===== config.mk =====
export PLATFORM = sky130hd
export DESIGN_NAME = data_cache
export DESIGN_NICKNAME = d
export VERILOG_FILES = /design/src/rtl/data_cache.sv
export SDC_FILE = /design/constraint.sdc
export NUM_CORES = 1
export LEC_CHECK = 0
export CORE_ASPECT_RATIO = 0.75
export CORE_MARGIN = 2
export CORE_UTILIZATION = 50
export DETAILED_ROUTE_END_ITERATION = 16
export HOLD_SLACK_MARGIN = 0.05
export PLACE_DENSITY = 0.87
export SLEW_MARGIN = 40
export SYNTH_ARGS = -nofsm -noshare
export SYNTH_HDL_FRONTEND = slang
export SYNTH_SLANG_ARGS = --single-unit

===== constraint.sdc =====
create_clock -name clock -period 3.7 [get_ports clock]
set_clock_uncertainty 0.1 [all_clocks]
set_input_delay 1.11 -clock clock [delete_from_list [all_inputs] [get_ports clock]]
set_output_delay 1.11 -clock clock [all_outputs]
set_load 0.01 [all_outputs]

===== src/rtl/data_cache.sv =====
// data_cache -- direct-mapped, write-through, no-write-allocate data cache.
//
// Sits between the controller/datapath and main data memory. One byte per
// line; each line holds a valid bit, a tag and one data byte. Loads that hit
// complete in the same cycle with busy low. Every other request raises busy
// until it has finished, so the PC stalls.
//
// Optional feature macro: DATA_CACHE_STATS_EN. When it is defined, the
// hit_count/miss_count outputs and their saturating counters are added.
//
// Ports
//   clock       single clock, all state on posedge
//   reset       synchronous, active-low
//   addr        byte address from datapath
//   WriteData   store data
//   MemRead     load request
//   MemWrite    store request (wins over MemRead)
//   ReadData    load data, valid when MemRead && !busy (0 otherwise)
//   busy        request not yet complete; CPU holds its inputs stable
//   mem_addr    main-memory address
//   mem_wdata   main-memory write data
//   mem_req     main-memory request
//   mem_we      1 = write, 0 = read (valid with mem_req)
//   mem_rdata   main-memory read data (valid with mem_ack on reads)
//   mem_ack     one-cycle completion pulse from main memory
//   hit_count   (stats build) loads resolved as hits, saturating
//   miss_count  (stats build) loads resolved as misses, saturating
//   state_dbg   current FSM state, for observation only
//
// Memory handshake: mem_req rises in the first FILL/WRITE cycle. From then
// on, mem_req, mem_we, mem_addr and mem_wdata hold steady until the cycle in
// which mem_ack is sampled high. mem_req is low in the cycle after that.
// mem_ack seen in any other state is ignored.

module data_cache #(
  parameter int NBITS  = 8,
  parameter int NLINES = 8   // power of two, at least 2
) (
  input  logic             clock,
  input  logic             reset,
  input  logic [NBITS-1:0] addr,
  input  logic [NBITS-1:0] WriteData,
  input  logic             MemRead,
  input  logic             MemWrite,
  output logic [NBITS-1:0] ReadData,
  output logic             busy,
  output logic [NBITS-1:0] mem_addr,
  output logic [NBITS-1:0] mem_wdata,
  output logic             mem_req,
  output logic             mem_we,
  input  logic [NBITS-1:0] mem_rdata,
  input  logic             mem_ack,
`ifdef DATA_CACHE_STATS_EN
  output logic [15:0]      hit_count,
  output logic [15:0]      miss_count,
`endif
  output logic [1:0]       state_dbg
);

  localparam int IDX = $clog2(NLINES);
  localparam int TAG = NBITS - IDX;

  typedef enum logic [1:0] {
    S_IDLE  = 2'd0,
    S_FILL  = 2'd1,
    S_WRITE = 2'd2,
    S_RESP  = 2'd3
  } state_t;

  state_t state_q, state_d;

  logic [NLINES-1:0] valid_q;
  logic [TAG-1:0]    tag_q  [NLINES];
  logic [NBITS-1:0]  data_q [NLINES];

  logic [IDX-1:0]    idx;
  logic [TAG-1:0]    atag;
  logic              hit;

  assign idx  = addr[IDX-1:0];
  assign atag = addr[NBITS-1:IDX];
  assign hit  = valid_q[idx] && (tag_q[idx] == atag);

  assign state_dbg = state_q;

  // Next state and outputs
  always_comb begin
    state_d   = state_q;
    busy      = 1'b0;
    mem_req   = 1'b0;
    mem_we    = 1'b0;
    mem_addr  = '0;
    mem_wdata = '0;
    ReadData  = '0;
    case (state_q)
      S_IDLE: begin
        if (MemWrite) begin
          busy    = 1'b1;
          state_d = S_WRITE;
        end else if (MemRead) begin
          if (hit) begin
            ReadData = data_q[idx];
          end else begin
            busy    = 1'b1;
            state_d = S_FILL;
          end
        end
      end
      S_FILL: begin
        busy     = 1'b1;
        mem_req  = 1'b1;
        mem_addr = addr;
        if (mem_ack) state_d = S_RESP;
      end
      S_WRITE: begin
        busy      = 1'b1;
        mem_req   = 1'b1;
        mem_we    = 1'b1;
        mem_addr  = addr;
        mem_wdata = WriteData;
        if (mem_ack) state_d = S_RESP;
      end
      S_RESP: begin
        // One non-busy cycle lets the CPU move on before the FSM looks at
        // the request lines again, so the finished request is not reissued.
        if (MemRead && !MemWrite) ReadData = data_q[idx];
        state_d = S_IDLE;
      end
      default: state_d = S_IDLE;
    endcase
  end

  // State register and valid bits
  always_ff @(posedge clock) begin
    if (!reset) begin
      state_q <= S_IDLE;
      valid_q <= '0;
    end else begin
      state_q <= state_d;
      if (state_q == S_FILL && mem_ack) valid_q[idx] <= 1'b1;
    end
  end

  // Tag/data arrays have no reset; valid_q alone decides whether a line is
  // usable. Writes are blocked while reset is low, so a late ack is dropped.
  always_ff @(posedge clock) begin
    if (reset) begin
      if (state_q == S_FILL && mem_ack) begin
        tag_q[idx]  <= atag;
        data_q[idx] <= mem_rdata;
      end else if (state_q == S_WRITE && mem_ack && hit) begin
        data_q[idx] <= WriteData;   // write-through; a write miss does not allocate
      end
    end
  end

`ifdef DATA_CACHE_STATS_EN
  logic [15:0] hit_count_q, miss_count_q;
  logic        load_lookup;

  // A load is classified once, when it is first seen in IDLE.
  assign load_lookup = (state_q == S_IDLE) && MemRead && !MemWrite;

  always_ff @(posedge clock) begin
    if (!reset) begin
      hit_count_q  <= '0;
      miss_count_q <= '0;
    end else if (load_lookup) begin
      if (hit) begin
        if (hit_count_q != 16'hFFFF) hit_count_q <= hit_count_q + 16'd1;
      end else begin
        if (miss_count_q != 16'hFFFF) miss_count_q <= miss_count_q + 16'd1;
      end
    end
  end

  assign hit_count  = hit_count_q;
  assign miss_count = miss_count_q;
`endif

endmodule

[Word level (Yosys, flattened, before mapping)]
Memories as Yosys holds them, arrays and structs flattened.
Index checks and enable logic that the tools add are counted.
W data, S select, Z words.
Storage, ports and cells
  flip-flop bits (word level): 10
  bits in latches: 0
  memory bits (writable): 104
  memory bits (read-only): 0
  input port bits: 29
  output and inout port bits: 29
  word-level logic and storage cells: 55
  memories kept: 2
Memories
  data_q: words 8, bits a word 8, rd ports 1, clocked after Yosys merged registers in 0, wr ports 1, RTL line 74  | logic [NBITS-1:0] data_q [NLINES];
  tag_q: words 8, bits a word 5, rd ports 1, clocked after Yosys merged registers in 0, wr ports 1, RTL line 73  | logic [TAG-1:0] tag_q [NLINES];
Cells by class
  $add $sub $neg: 0
  multipliers: 0
  div/mod/pow operators: 0
  magnitude comparators: 2
  eq/ne operators: 7
  shift operators: 0
  muxes and demuxes: 30
  bitwise gates (word level): 2
  reduce and logical (&&, ||, !) cells: 10
Operators by type and width (number)
  $mux W8: 7
  $pmux W8 S2: 1
  $mux W1: 14
  $mux W2: 4
  $or A8 B8 Y8: 1
  $logic_and A1 B1 Y1: 6
  $ne A3 B3 Y1 const B: 2
  $pmux W2 S3: 1
  $eq A5 B5 Y1: 1
  $eq A2 B2 Y1 const B: 2
  $lt A3 B4 Y1 const B: 1
  $bmux W1 S3: 1
  $demux W1 S3: 1
  $ge A3 B1 Y1 const B: 1
  $reduce_and A3 Y1: 1
  $eq A2 B1 Y1 const B: 1
  $logic_not A2 Y1: 1
  $ne A2 B1 Y1 const B: 1
  $pmux W1 S2: 1
  $reduce_or A2 Y1: 1
  $logic_not A1 Y1: 1
  $or A1 B1 Y1: 1

[Logic depth before layout (Yosys ltp)]
Gate-level depths: netlist (run 1).
  depth in word-level cells: 9
  depth in mapped cells: 11
  mapped depth without buffers: 7

[Worst setup path before layout (run 1)]
No wires, ideal clock.
  path type: in2out
  from: input port addr[2]
  to: output port ReadData[1]
  arrival time: 2.745 ns
  required time: 2.490 ns
  setup slack: -0.255 ns
  stages on the path: 9
  path buffers: 2
  path through: buf_6 -> or2_4 -> buf_6 -> o22ai_1 -> nor2_1 -> xor2_1 -> nand3_1 -> o31a_1 -> nor3b_1
On the way
  word-level cells in the longest chain between the ends: 7
  elaborated cells between the ends (all ways): 11
  those cells by class: 1 x eq/ne; 7 x mux; 1 x reduce/logical; 2 x memory
RTL lines
  from (decl): RTL line 41  | input logic [NBITS-1:0] addr,
  $mem_v2 Z8 W5 / $bmux W1 S3 (equally long branches)
  $eq A5 B5 Y1 / $mux W1 (equally long branches): RTL line 82  | assign hit = valid_q[idx] && (tag_q[idx] == atag);
  $logic_and A1 B1 Y1: RTL line 82
  $mux W8: RTL line 101  | if (hit) begin
  $mux W8: RTL line 100  | end else if (MemRead) begin
  $mux W8: RTL line 97  | if (MemWrite) begin
  $pmux W8 S2 *: RTL line 95  | case (state_q)
  to (decl): RTL line 45  | output logic [NBITS-1:0] ReadData,
Mark *: on every way between the ends. The rest lies on a longest branch, timed or not. The select of a mux whose other input is x is not followed.

[Final worst setup path (run 1)]
  from: input port addr[0]
  to: output port busy
On the way
  word-level cells in the longest chain between the ends: 7
  elaborated cells between the ends (all ways): 9
  those cells by class: 1 x eq/ne; 6 x mux; 1 x reduce/logical; 1 x memory
RTL lines
  $mem_v2 Z8 W5 / $bmux W1 S3 (equally long branches)
  $eq A5 B5 Y1 / $mux W1 (equally long branches): RTL line 82
  $logic_and A1 B1 Y1 *: RTL line 82
  $mux W1 *: RTL line 101
  $mux W1 *: RTL line 100
  $mux W1 *: RTL line 97
  $pmux W1 S2 *: RTL line 95
  to (decl): RTL line 46  | output logic busy,
Marked as above.

==> metrics.log, run 1 <==
[metrics] PnR worst setup slack: -0.9277 ns
[metrics] power per standard cell area: 561.0 nW/um^2
[metrics] type of origin of the critical path: input port
[metrics] Netlist Area Pre-Place: 5012 sq um
[metrics] number of antenna violations at the first check in global routing: 0
[metrics] Gate Count Post-Synth: 326
[metrics] number of flops mapped to enable cells by yosys: 104
[metrics] transition at the pin with the smallest max-transition slack: 0.7311 ns
[metrics] final slew viol count: 0
[metrics] vias in the first global route: 3810
[metrics] post-cts hold buffer count: 0
[metrics] leading area contributor after synthesis: sky130_fd_sc_hd__edfxtp_1
[metrics] critical path peak fanout: 6
[metrics] Floorplan Core Area: 9697 sq um
[metrics] final period demand of the worst path: 4.628 ns
[metrics] area of the die: 10850 sq um
[metrics] router iterations before antenna repair: 7
[metrics] CP endpoint kind: output port
[metrics] number of warnings reported in the yosys synthesis log: 0
[metrics] post-place instance area: 6106 sq um
[metrics] share of Yosys cell area claimed by the top area cell type: 62.31%
[metrics] flip-flop cell with the highest count after synthesis: sky130_fd_sc_hd__edfxtp_1
[metrics] wire length of the first global-routing pass: about 23 mm
[metrics] CP Data Arrival Time: 3.42 ns
[metrics] critical register-to-register path startpoint: tag_q[7][2]
[metrics] clock insertion delay at the later pin of the skew report: 0.42 ns
[metrics] synthesis-to-layout area growth: 39.94%
[metrics] classification of the worst setup path: in2out
[metrics] sequential-to-total area share from yosys stat: 66.30%
[metrics] number of vias in the routed layout: ~3.7k
[metrics] cell with the most instances after synthesis: sky130_fd_sc_hd__edfxtp_1
[metrics] worst min-delay path category: reg2reg
[metrics] Buffers on Ports: 57
[metrics] total clock sinks: 114
[metrics] cell count of the worst reg-to-reg path: 10
[metrics] Cells on Worst Hold Path: 1
[metrics] final worst path period share: 125.1%
[metrics] count of different cell masters after synthesis: 47
[metrics] count of standard-cell rows: 31
[metrics] nets in the synthesized netlist: 359
[metrics] number of synthesized register bits: 114
[metrics] commonest cells in the netlist: sky130_fd_sc_hd__edfxtp_1 (104), sky130_fd_sc_hd__mux2i_1 (27), sky130_fd_sc_hd__and2_1 (15)
[metrics] register-to-register setup slack: 0.55 ns
[metrics] failing checks: negative setup slack
[metrics] clock tree buffer depth: 2
[metrics] diode count: 0
[metrics] DRC violation count after routing: 0
[metrics] Max-cap violations: 0
[metrics] wire length after detailed routing: about 16 mm
[metrics] aggregate global-route resource usage: 28.54%
[metrics] iteration-0 DRC count of the detailed router: 400
[metrics] cell leakage power: 0.002640 uW
[metrics] final hold vios: 0
[metrics] DIE WIDTH: 119.6 um
[metrics] clock tree root driver cell: sky130_fd_sc_hd__clkbuf_16
[metrics] maximum vdd drop: 0.4547 mV
[metrics] setup repair after global routing missed its margin: yes
[metrics] final setup vio count: 42
[metrics] worst-case hold slack: around 0.37 ns
[metrics] cell types with the largest area share after synthesis: sky130_fd_sc_hd__edfxtp_1 (62%), sky130_fd_sc_hd__mux2i_1 (5.4%), sky130_fd_sc_hd__mux4_2 (4.5%)
[metrics] height of the chip: a little over 90 um
[metrics] DR WL/cell: 26.23 um
[metrics] global route total overflow: 0
[metrics] crit path from: addr[0]
[metrics] CTS clock-pin slew for the worst setup and hold paths: 0.06 ns
[metrics] number of buffers added by the clock tree synthesis step: 17
[metrics] largest net degree at the start of global routing: 22
[metrics] worst r2r dst: data_q[6][2]
[metrics] total non-filler cell area in the finished layout: approximately 7000 sq um
[metrics] antenna-violating nets left: 0
[metrics] detailed placement HPWL: 8.364 mm
[metrics] mean cell area of the mapped netlist: between 15 and 20 sq um
[metrics] outcome: finished, violations left
[metrics] critical path capture point: busy
[metrics] Data required, critical path: 2.49 ns
[metrics] headroom to the max-slew limit: between 50% and 60%
[metrics] Via-to-Cell Ratio: ~6.3
[metrics] upper clock frequency limit: 216.1 MHz
[metrics] effective utilization at floorplan: 51.69%
[metrics] TritonCTS clock tree: done
[metrics] proportion of synthesized flip-flops having asynchronous set or reset: 0%
[metrics] H-tree depth reported by CTS: 4
[metrics] net count of the finished layout: 482
[metrics] share of post-route cells with drive strength above 1: 35.50%
[metrics] I/O pins: 58
[metrics] global placement routability congestion: 0.8888
==> layer usage <==
metal	GRT usage (%)	vias up	share of wire, %
met5	0	-	0
met4	14.51	0	4.2
met3	7.323	67	11
met2	45.48	319	48
met1	36.30	1827	36
li1	-	1525	-
==> logic make-up (layout without fill, tap and decap cells) <==
kind of cell / count (synthesis) / after routing / synth area share, %
compound gates: 58 / 58 / 8.337
xor+xnor: 4 / 4 / 0.6989
fa+ha+maj: 4 / 4 / 0.9985
buf+inv: 29 / 165 / 3.370
flops: 114 / 114 / 66.30
mux: 50 / 50 / 12.96
simple gates: 67 / 67 / 7.339
==> how the worst min path moves through the flow <==
stage	from	end	slack (ns)
floorplan	valid_q[4]	valid_q[4]	0.32
global placement	valid_q[4]	valid_q[4]	0.33
detailed placement	valid_q[7]	valid_q[7]	0.34
CTS	valid_q[4]	valid_q[4]	0.37
global route	valid_q[3]	valid_q[3]	0.39
finish	valid_q[3]	valid_q[3]	0.37
==> power breakdown <==
part / leakage (uW) / total (uW) / internal (uW) / switching, uW
combinational: 0.00133 / 754 / 371 / 383
sequential: 0.00102 / 1450 / 1430 / 21.7
clock: 0.000294 / 1730 / 1120 / 609
==> registers in the layout, indices dropped and copies added (netlist names) <==
signal and cells:
tag_q 40, data_q 64, state_dbg 2, valid_q 8
==> layout make-up <==
type | count | area (sq um)
flip-flops and latches | 114 | 3323
fillers | 558 | 2683
repair buffers | 124 | 1155
multi-input cells | 183 | 1720
well taps | 132 | 165.2
clock inverters | 14 | 187.7
inverters | 9 | 33.78
clock buffers | 18 | 429.2
==> stage by stage <==
| step | setup slack (ns) | utilization (%) | total power (uW) | TNS (ns) | std cells |
|---|---|---|---|---|---|
| floorplan | -0.1936 | - | 1803 | -6.427 | 326 |
| global placement | -1.433 | 62.97 | 2130 | -66.31 | 549 |
| detailed placement | -1.457 | 62.97 | 2152 | -69.02 | 549 |
| finish | -0.9277 | 72.34 | 3935 | -7.685 | 594 |
| CTS | -0.7580 | 70.83 | 3871 | -6.355 | 590 |
| global route | -0.9479 | 72.34 | 4038 | -9.300 | 594 |
==> what timing repair did <==
item,CTS,global route
endpoints found under the setup margin,141,143
buffers inserted,8,5
resized for setup,67,28
cloned,1,0
pin swaps,14,13
==> critical path: stages <==
cell,delay (ns)
sky130_fd_sc_hd__buf_12,0.10
sky130_fd_sc_hd__buf_12,0.15
sky130_fd_sc_hd__mux2i_4,0.31
sky130_fd_sc_hd__o22ai_4,0.12
sky130_fd_sc_hd__nor2_1,0.14
sky130_fd_sc_hd__xor2_1,0.30
sky130_fd_sc_hd__nand3_1,0.17
sky130_fd_sc_hd__buf_4,0.17
sky130_fd_sc_hd__or3_4,0.41
sky130_fd_sc_hd__a41o_1,0.28
sky130_fd_sc_hd__buf_6,0.13
==> placed cells by master (no fill, tap or decap), types with 3 or more instances in the layout <==
cell,n
sky130_fd_sc_hd__and2_1,15
sky130_fd_sc_hd__o21ai_0,5
sky130_fd_sc_hd__buf_2,7
sky130_fd_sc_hd__bufinv_16,4
sky130_fd_sc_hd__mux2_2,11
sky130_fd_sc_hd__clkdlybuf4s50_1,41
sky130_fd_sc_hd__o22ai_1,6
sky130_fd_sc_hd__a211oi_1,5
sky130_fd_sc_hd__clkinv_2,3
sky130_fd_sc_hd__clkinvlp_4,3
sky130_fd_sc_hd__ha_1,4
sky130_fd_sc_hd__nand2_1,8
sky130_fd_sc_hd__dlymetal6s2s_1,3
sky130_fd_sc_hd__a21oi_1,5
sky130_fd_sc_hd__mux2i_4,5
sky130_fd_sc_hd__xor2_1,4
sky130_fd_sc_hd__buf_4,54
sky130_fd_sc_hd__nor2_1,12
sky130_fd_sc_hd__edfxtp_1,104
sky130_fd_sc_hd__a21o_1,8
sky130_fd_sc_hd__dfxtp_1,10
sky130_fd_sc_hd__inv_1,9
sky130_fd_sc_hd__a22oi_1,4
sky130_fd_sc_hd__mux2i_1,22
sky130_fd_sc_hd__a211oi_2,4
sky130_fd_sc_hd__clkbuf_16,17
sky130_fd_sc_hd__buf_6,12
sky130_fd_sc_hd__nor3b_2,7
sky130_fd_sc_hd__nand3_1,5
sky130_fd_sc_hd__nor3_1,4
sky130_fd_sc_hd__buf_12,4
sky130_fd_sc_hd__mux4_2,10
(Power assumes the default switching activity.)
==> inputs of run 2 (changes only) <==
Settings changed: CTS_CLUSTER_SIZE from default to 40.
==> results of run 2 <==
The final DEF is identical to that of run 1; final timing and power are the same.
==> inputs of run 3 (changes only) <==
Settings changed: CTS_CLUSTER_DIAMETER from default to 60.
==> results of run 3 <==
The final DEF is identical to that of run 1; final timing and power are the same.
